<file path="config.mk">
export PLATFORM = sky130hd
export DESIGN_NAME = rx_cmd_decode
export DESIGN_NICKNAME = d
export VERILOG_FILES = /design/src/rtl/rx_cmd_decode.sv
export SDC_FILE = /design/constraint.sdc
export NUM_CORES = 1
export LEC_CHECK = 0
export ABC_CLOCK_PERIOD_IN_PS = 3900
export CAP_MARGIN = 20
export CORE_MARGIN = 4
export CORE_UTILIZATION = 50
export CTS_BUF_LIST = sky130_fd_sc_hd__clkbuf_4
export DETAILED_ROUTE_END_ITERATION = 6
export PLACE_DENSITY = 0.74
export SETUP_SLACK_MARGIN = 0.3
export SLEW_MARGIN = 20
export SYNTH_ARGS = -nofsm -noshare
export SYNTH_HDL_FRONTEND = slang
export SYNTH_SLANG_ARGS = --single-unit
</file>
<file path="constraint.sdc">
create_clock -name FPGA_CLK1_50 -period 3.9 [get_ports FPGA_CLK1_50]
set_input_delay 0.39 -clock FPGA_CLK1_50 [delete_from_list [all_inputs] [get_ports FPGA_CLK1_50]]
set_output_delay 0.39 -clock FPGA_CLK1_50 [all_outputs]
set_load 0.01 [all_outputs]
</file>
<file path="src/rtl/rx_cmd_decode.sv">
// rx_cmd_decode: decodes "#<cmd><digit>\r" UART frames into a timed door unlock and an LED latch.
// Define RXCMD_REPLY_EN to enable the 'K'/'E' reply transmitter; otherwise TxD_data/TxD_start stay 0.
module rx_cmd_decode #(
  parameter int TICKS_PER_SEC = 50_000_000,
  parameter int FRAME_TIMEOUT = 5_000_000
) (
  input  logic       FPGA_CLK1_50,
  input  logic       reset,
  input  logic [7:0] RxD_data,
  input  logic       RxD_data_ready,
  input  logic       TxD_busy,
  output logic       unlock_signal,
  output logic [7:0] LED,
  output logic       frame_err,
  output logic [7:0] TxD_data,
  output logic       TxD_start
);

  localparam int TW  = (TICKS_PER_SEC > 1) ? $clog2(TICKS_PER_SEC) : 1;
  localparam int TOW = $clog2(FRAME_TIMEOUT + 1);

`ifdef RXCMD_REPLY_EN
  localparam logic REPLY_EN = 1'b1;
`else
  localparam logic REPLY_EN = 1'b0;
`endif

  localparam logic [7:0] CH_HASH = 8'h23;
  localparam logic [7:0] CH_U    = 8'h55;
  localparam logic [7:0] CH_L    = 8'h4C;
  localparam logic [7:0] CH_CR   = 8'h0D;
  localparam logic [7:0] CH_K    = 8'h4B;
  localparam logic [7:0] CH_E    = 8'h45;

  typedef enum logic [1:0] {
    IDLE      = 2'd0,
    GOT_START = 2'd1,
    GOT_CMD   = 2'd2,
    GOT_ARG   = 2'd3
  } state_t;

  state_t           state_q, state_d;
  logic             is_u_q, is_u_d;
  logic [7:0]       arg_q, arg_d;
  logic [TOW-1:0]   to_q, to_d;
  logic             err_q, err_d;
  logic             exec_s;
  logic [3:0]       sec_q, sec_d;
  logic [TW-1:0]    tick_q, tick_d;
  logic             unlock_q, unlock_d;
  logic [7:0]       led_q, led_d;
  logic             pend_q, pend_d;
  logic [7:0]       pbyte_q, pbyte_d;
  logic [7:0]       txd_q, txd_d;
  logic             txs_q, txs_d;
  logic             issue_s;
  logic             is_digit_s;

  assign is_digit_s = (RxD_data >= 8'h30) && (RxD_data <= 8'h39);

  // Frame FSM and inter-byte timeout; a strobe always beats a same-cycle timeout.
  always_comb begin
    state_d = state_q;
    is_u_d  = is_u_q;
    arg_d   = arg_q;
    to_d    = to_q;
    err_d   = 1'b0;
    exec_s  = 1'b0;
    if (RxD_data_ready) begin
      to_d = '0;
      if (RxD_data == CH_HASH) begin
        state_d = GOT_START;
        err_d   = (state_q != IDLE);
      end else begin
        case (state_q)
          IDLE: state_d = IDLE;
          GOT_START: begin
            if ((RxD_data == CH_U) || (RxD_data == CH_L)) begin
              is_u_d  = (RxD_data == CH_U);
              state_d = GOT_CMD;
            end else begin
              state_d = IDLE;
              err_d   = 1'b1;
            end
          end
          GOT_CMD: begin
            if (is_digit_s) begin
              arg_d   = RxD_data;
              state_d = GOT_ARG;
            end else begin
              state_d = IDLE;
              err_d   = 1'b1;
            end
          end
          GOT_ARG: begin
            state_d = IDLE;
            if (RxD_data == CH_CR) begin
              exec_s = 1'b1;
            end else begin
              err_d = 1'b1;
            end
          end
          default: state_d = IDLE;
        endcase
      end
    end else if (state_q != IDLE) begin
      if (to_q == TOW'(FRAME_TIMEOUT - 1)) begin
        state_d = IDLE;
        err_d   = 1'b1;
        to_d    = '0;
      end else begin
        to_d = to_q + {{(TOW-1){1'b0}}, 1'b1};
      end
    end else begin
      to_d = '0;
    end
  end

  // Unlock countdown and LED latch; an executed frame overrides the countdown.
  always_comb begin
    sec_d  = sec_q;
    tick_d = tick_q;
    led_d  = led_q;
    if (sec_q != 4'd0) begin
      if (tick_q == TW'(TICKS_PER_SEC - 1)) begin
        tick_d = '0;
        sec_d  = sec_q - 4'd1;
      end else begin
        tick_d = tick_q + {{(TW-1){1'b0}}, 1'b1};
      end
    end else begin
      tick_d = '0;
    end
    if (exec_s) begin
      if (is_u_q) begin
        sec_d  = arg_q[3:0];
        tick_d = '0;
      end else begin
        led_d = arg_q;
      end
    end else begin
      led_d = led_q;
    end
    unlock_d = (sec_d != 4'd0);
  end

  // Single-entry reply slot; the newest event overwrites an unsent reply.
  always_comb begin
    issue_s = REPLY_EN && pend_q && !TxD_busy;
    txs_d   = issue_s;
    txd_d   = issue_s ? pbyte_q : txd_q;
    if (REPLY_EN && (exec_s || err_d)) begin
      pend_d  = 1'b1;
      pbyte_d = exec_s ? CH_K : CH_E;
    end else begin
      pend_d  = pend_q && !issue_s;
      pbyte_d = pbyte_q;
    end
  end

  // State and output registers with synchronous reset.
  always_ff @(posedge FPGA_CLK1_50) begin
    if (reset) begin
      state_q  <= IDLE;
      is_u_q   <= 1'b0;
      arg_q    <= 8'h00;
      to_q     <= '0;
      err_q    <= 1'b0;
      sec_q    <= 4'd0;
      tick_q   <= '0;
      unlock_q <= 1'b0;
      led_q    <= 8'h00;
      pend_q   <= 1'b0;
      pbyte_q  <= 8'h00;
      txd_q    <= 8'h00;
      txs_q    <= 1'b0;
    end else begin
      state_q  <= state_d;
      is_u_q   <= is_u_d;
      arg_q    <= arg_d;
      to_q     <= to_d;
      err_q    <= err_d;
      sec_q    <= sec_d;
      tick_q   <= tick_d;
      unlock_q <= unlock_d;
      led_q    <= led_d;
      pend_q   <= pend_d;
      pbyte_q  <= pbyte_d;
      txd_q    <= txd_d;
      txs_q    <= txs_d;
    end
  end

  assign unlock_signal = unlock_q;
  assign LED           = led_q;
  assign frame_err     = err_q;
  assign TxD_data      = txd_q;
  assign TxD_start     = txs_q;

endmodule

</file>
==> metrics.yaml, run 1 <==
run_status:
  status: "finished, final reports clean"
final_layout:
  final_core_util: 0.561
  final_cell_count_no_fill: 518
  layout_commonest_cell: "nor2_1"
  final.fill_count: 601
  syn_to_final_growth_pct: 9.06
  most-common-layout-cells: "nor2_1 (85), dfxtp_1 (74), xnor2_1 (33)"
  nets: 434
  layout-drive-gt1-share: 0.0877
  diodes: 0
logic_synthesis:
  synth_adder_area_share: 0.0107
  synth_edf_count: 0
  synth_compound_area_frac: 0.0516
  ys_warn_count: 0
  synth_cell_type_count: 52
  ys_seq_area_frac: 0.424
  async_flop_share: 0
  synth_top_family_by_area: "simple AND/OR/NAND/NOR gates"
  ys_ff_latch: 74
  syn_area_per_cell_sq_um: 8.76
  syn_area_sq_mm: 0.00349
  syn_inst: 399
  synth-simple-area-share: 0.309
  synth_xor_xnor_area_share: 0.110
  synthFlopType: "dfxtp_1"
  synthMuxAreaShare: 0.0376
power_and_ir_drop:
  leakagePower_nw: 1.09
  powerDensity_mw_per_mm2: 306
  vdd_drop_max_uv: 230
  power_w: 0.00117
grt:
  grt_overflow: 0
  grt_usage: 0.160
  grt_pass1_wl_mm: 11.1
  antenna_found_initial: 0
  grt_max_degree: 28
  grt_pass1_vias: 2513
timing:
  fin_skew_ns: 0.0102
  setup_violations: 0
  finalHoldViolations: 0
  tightest_slew_ns: 0.783
  period_minus_slack_ns: 2.60
  setup_tns_ns: 0
  rsz0062_at_grt: "false"
  slew_viol_final: 0
  fmax_mhz: 384
  fin_crit_sh: 0.667
  relSlewSlack: 0.475
setup_path:
  cp_data_arrival_time_ns: 2.87
  cpPeakStageDelay_ns: 0.69
  cp-end-kind: "flip-flop"
  critPathLaunchType: "flip-flop"
  path_class: "reg -> reg"
  crit_chain: "ha_1 > nand4_2 > or4_1 > o31a_2 > o31ai_1 > a41oi_2"
  worst_path_max_delay_cell: "or4_1"
  critical_path.max_fanout: 9
  critPathRequiredTime_ns: 4.17
clock_network:
  hold_buffers: 0
  clock_path_buffers: 2
  cts-resized-gates: 0
  root_buffer: "clkbuf_4"
  cts_setup_buffers: 0
  path_clk_slew_ns: 0.11
  cts.sinks: 74
  cts_buffers: 9
  cts_tree: "done"
  h-tree-depth: 3
  worstSkewPairLatency_ns: 0.41
die:
  dieArea_sq_mm: 0.00839
  core_sq_mm: 0.00679
  io_pins: 31
  start_util: 0.514
  core.rowCount: 30
  dieHeight_um: 91.6
  fp.dieW_um: 91.6
placement:
  numPlacedInstances: 504
  place.gp.congestion: 0.816
  port_buffers: 20
  dpl.hpwl_mm: 4.52
routing:
  vias: 2716
  drt_first_pass_iters: 4
  wirelength_mm: 6.35
  drc: 0
  drtAntennaViolNets: 0
  detail_route.iter0.violations: 123
  avgRoutedWirePerCell_um: 12.3
  via_per_inst: 5.24
min_path:
  worstHoldPathType: "reg -> reg"
flow_run:
  maxCapViolations: 0
[per-stage QoR]
| stage | hold slack [ns] | instance area [sq um] | setup WS (ns) |
|---|---|---|---|
| floorplan | 0.413 | 3520 | 1.67 |
| global placement | 0.427 | 3710 | 1.11 |
| detailed placement | 0.437 | 3710 | 1.09 |
| CTS | 0.454 | 3810 | 1.33 |
| global route | 0.490 | 3810 | 1.15 |
| finish | 0.448 | 3810 | 1.30 |
[power by group]
part	leakage [nW]	total, W	switching, W	internal (W)
logic	0.441	0.0000344	0.0000196	0.0000149
registers	0.596	0.000755	0.0000000290	0.000755
clock network	0.0555	0.000376	0.000249	0.000127
[cell usage after synthesis (all sizes together), types with 4 or more instances]
| library cell | n | area share |
|---|---|---|
| nor2 | 86 | 0.095 |
| dfxtp | 74 | 0.42 |
| xnor2 | 33 | 0.083 |
| nand2 | 24 | 0.026 |
| nand3 | 17 | 0.024 |
| nor4 | 17 | 0.035 |
| buf | 15 | 0.032 |
| inv | 13 | 0.014 |
| mux2i | 12 | 0.034 |
| nor3 | 11 | 0.017 |
| xor2 | 11 | 0.028 |
| nor3b | 8 | 0.017 |
| nand4 | 7 | 0.016 |
| clkbuf | 6 | 0.0093 |
| or3 | 6 | 0.011 |
| a21oi | 5 | 0.0072 |
| and3 | 5 | 0.0093 |
| o21ai | 5 | 0.0072 |
| or4 | 5 | 0.012 |
| nand2b | 4 | 0.0072 |
[kinds of logic (layout without fill, tap and decap cells)]
| kind of cell | after synthesis | in the layout |
|---|---|---|
| XOR/XNOR | 44 | 44 |
| flip-flops | 74 | 74 |
| AO/OA/AOI/OAI | 24 | 24 |
| buffers and inverters | 34 | 49 |
| multiplexers | 13 | 13 |
| adder cells (fa/ha/maj) | 3 | 3 |
| other | 1 | 9 |
| AND/OR/NAND/NOR | 206 | 206 |
[metal layers]
| metal | up-vias | routed length, um | GRT usage |
|---|---|---|---|
| met5 | - | 0 | 0 |
| met4 | 0 | 121 | 0.0854 |
| li1 | 1398 | - | - |
| met2 | 40 | 2910 | 0.251 |
| met3 | 12 | 190 | 0.0298 |
| met1 | 1266 | 3130 | 0.207 |
[critical path: cells and delay by family (launching register included)]
| family | cells | cell delay (ns) |
|---|---|---|
| compound gates | 3 | 0.97 |
| simple gates | 2 | 0.89 |
| flops | 1 | 0.38 |
| fa+ha+maj | 1 | 0.24 |
[registers in the layout, summed over array words and instances (netlist names)]
| name | cells |
|---|---|
| state_q | 2 |
| tick_q | 26 |
| LED | 8 |
| is_u_q | 1 |
| unlock_signal | 1 |
| sec_q | 4 |
| frame_err | 1 |
| to_q | 23 |
| arg_q | 8 |
[final cells by class]
class,instances,area (sq um),share of cell area
Clock buffer,10,75.1,0.0197
Tap cell,96,120,0.0315
Timing Repair Buffer,22,215,0.0565
Clock inverter,4,21.3,0.00558
Inverter,13,48.8,0.0128
Multi-Input combinational cell,299,1850,0.485
Sequential cell,74,1480,0.389
[final timing paths]
path | slack (ns) | cells after the start | start | to
setup / recovery | 1.30 | 6 | tick_q[0] | unlock_signal
setup reg to reg | 1.30 | 6 | tick_q[0] | unlock_signal
hold / removal | 0.45 | 1 | to_q[0] | to_q[0]
hold reg to reg | 0.45 | 1 | to_q[0] | to_q[0]
Power figures use the tool's default switching activity.
==> run 2, diff against run 1 <==
- ABC_CLOCK_PERIOD_IN_PS: 3900 -> 2600
- clock period: 3.9 -> 2.6 ns (I/O delays scaled with it)
==> run 2 against run 1 <==
  * Hold slack worse by 0.0038 ns
  * Combinational power up 61%
  * Critical path depth up 1
  * Wire length up 0.33%
==> metrics.yaml, run 2 (synthesized netlist as in run 1, its figures left out) <==
setup_path:
  cp_data_arrival_time_ns: 2.52
  path_buf_inv: 1
  cp-end-kind: "flip-flop"
  reg2reg_slack_ns: 0.39
  cpPeakStageDelay_ns: 0.71
  critPathLaunchType: "flip-flop"
  r2r_start: "tick_q[1]"
  worst_path_max_delay_cell: "or4_2"
  critical_path.max_fanout: 5
  path_class: "reg -> reg"
  crit_chain: "ha_2 > nand4_2 > buf_4 > or4_2 > nor4_1 > xnor2_1 > nor2_1"
  crit_family: "simple AND/OR/NAND/NOR gates"
  r2r_cells: 7
  r2r-end: "tick_q[24]"
  critPathRequiredTime_ns: 2.91
final_layout:
  largest_reg_flops: 26
  syn_to_final_growth_pct: 12.0
  final_cell_count_no_fill: 528
  most-common-layout-cells: "nor2_1 (85), dfxtp_1 (73), xnor2_1 (33)"
  top_regs: "tick_q x26, to_q x23"
  top_register: "tick_q"
  layout-drive-gt1-share: 0.120
  final.fill_count: 609
  layout_commonest_cell: "nor2_1"
  diodes: 0
  design_area_sq_mm: 0.00391
  nets: 442
power_and_ir_drop:
  leakagePower_nw: 1.15
  clkPwrFrac: 0.331
  powerDensity_mw_per_mm2: 454
  switchingPower_w: 0.000397
  seqPwrFrac: 0.637
  vdd_drop_max_uv: 319
  p_comb_frac: 0.031
  swShare: 0.224
  internal-power_w: 0.00138
  power_w: 0.00178
placement:
  numPlacedInstances: 512
  place.gp.congestion: 0.835
  dpl.hpwl_mm: 4.55
  port_buffers: 20
  place_ws_ns: -0.0181
  dpl_cell_area_sq_mm: 0.00379
grt:
  grt_overflow: 0
  grt_use_met3: 0.0315
  grt_pass1_vias: 2661
  grt_usage: 0.167
  antenna_found_initial: 0
  grt.busiest_layer: "met2"
  grt_max_degree: 27
  met2_usage: 0.266
  grt_pass1_wl_mm: 11.7
  met1_usage: 0.217
run_status:
  status: "finished, final reports clean"
timing:
  setup_violations: 0
  fin_crit_sh: 0.851
  fmax_mhz: 452
  slew_viol_final: 0
  fin_skew_ns: 0.0100
  period_minus_slack_ns: 2.21
  fin_ws_ns: 0.387
  rsz0062_at_grt: "false"
  setup_tns_ns: 0
  finalHoldViolations: 0
  tightest_slew_ns: 0.738
  relSlewSlack: 0.506
clock_network:
  path_clk_slew_ns: 0.11
  root_buffer: "clkbuf_4"
  worstSkewPairLatency_ns: 0.40
  clock_path_buffers: 2
  cts_tree: "done"
  cts_buffers: 9
  h-tree-depth: 3
  cts.sinks: 74
routing:
  wirelength_mm: 6.37
  via_per_inst: 5.17
  vias: 2730
  avgRoutedWirePerCell_um: 12.1
  drtAntennaViolNets: 0
  detail_route.iter0.violations: 127
  drc: 0
  drt_first_pass_iters: 4
min_path:
  worstHoldPathType: "reg -> reg"
  worstHoldStart: "tick_q[0]"
  hold_end: "tick_q[0]"
  hold_path_depth: 1
die:
  io_pins: 31
  fp.dieW_um: 91.6
  core_sq_mm: 0.00679
  start_util: 0.514
  dieHeight_um: 91.6
  dieArea_sq_mm: 0.00839
  core.rowCount: 30
flow_run:
  maxCapViolations: 0
-- run 2: cell type report --
| class | instances | area (sq um) | share of cell area |
|---|---|---|---|
| timing repair buffer | 30 | 288 | 0.0735 |
| multi-input combinational | 299 | 1870 | 0.477 |
| inverter | 13 | 48.8 | 0.0125 |
| clock buffer | 12 | 90.1 | 0.0230 |
| sequential | 74 | 1480 | 0.379 |
| tap | 96 | 120 | 0.0307 |
| clock inverter | 4 | 18.8 | 0.00480 |
-- run 2: timing repair --
item | 4_1_cts | 5_1_grt
hold buffers | 0 | 0
setup endpoints to repair | 2 | 3
resized for setup | 2 | 3
setup buffers | 0 | 0
-- run 2: routing by layer --
layer / vias to the layer above / share of wire
met5: - / 0
met4: 0 / 0.021
met3: 12 / 0.029
met2: 37 / 0.45
met1: 1271 / 0.50
li1: 1410 / -
-- run 2: how the worst max path moves through the flow --
stage / depth (start not counted) / to / slack, ns / startpoint
final: 7 / tick_q[24] / 0.39 / tick_q[1]
after global routing: 6 / unlock_signal / 0.31 / tick_q[1]
after CTS: 6 / unlock_signal / 0.34 / tick_q[0]
after detailed placement: 6 / unlock_signal / -0.02 / RxD_data[5]
after global placement: 6 / unlock_signal / -0.001 / RxD_data[5]
after floorplan: 7 / unlock_signal / 0.37 / tick_q[0]
-- run 2: worst register-to-register path: stages (launching register included) --
cell and delay, ns:
dfxtp_1 0.37, ha_2 0.23, nand4_2 0.13, buf_4 0.18
or4_2 0.71, nor4_1 0.32, xnor2_1 0.16, nor2_1 0.05
-- run 2: power groups by stage --
stage          clock, W  sequential [W]  combinational, W
2_1_floorplan         0         0.00116         0.0000362
3_3_place_gp          0         0.00116         0.0000542
3_5_place_dp          0         0.00116         0.0000548
4_1_cts        0.000612         0.00113         0.0000550
5_1_grt        0.000665         0.00113         0.0000602
6_report       0.000589         0.00113         0.0000554
-- run 2: metrics by stage --
| step | utilization | hold slack [ns] |
|---|---|---|
| 2_1_floorplan | - | 0.407 |
| 3_3_place_gp | 0.557 | 0.427 |
| 3_5_place_dp | 0.557 | 0.432 |
| 4_1_cts | 0.575 | 0.448 |
| 5_1_grt | 0.576 | 0.466 |
| 6_report | 0.576 | 0.444 |
==> run 3, diff against run 2 <==
- SKIP_LAST_GASP: not set -> 1
==> results of run 3 <==
No change in the layout: final DEF, timing and power equal those of run 2.
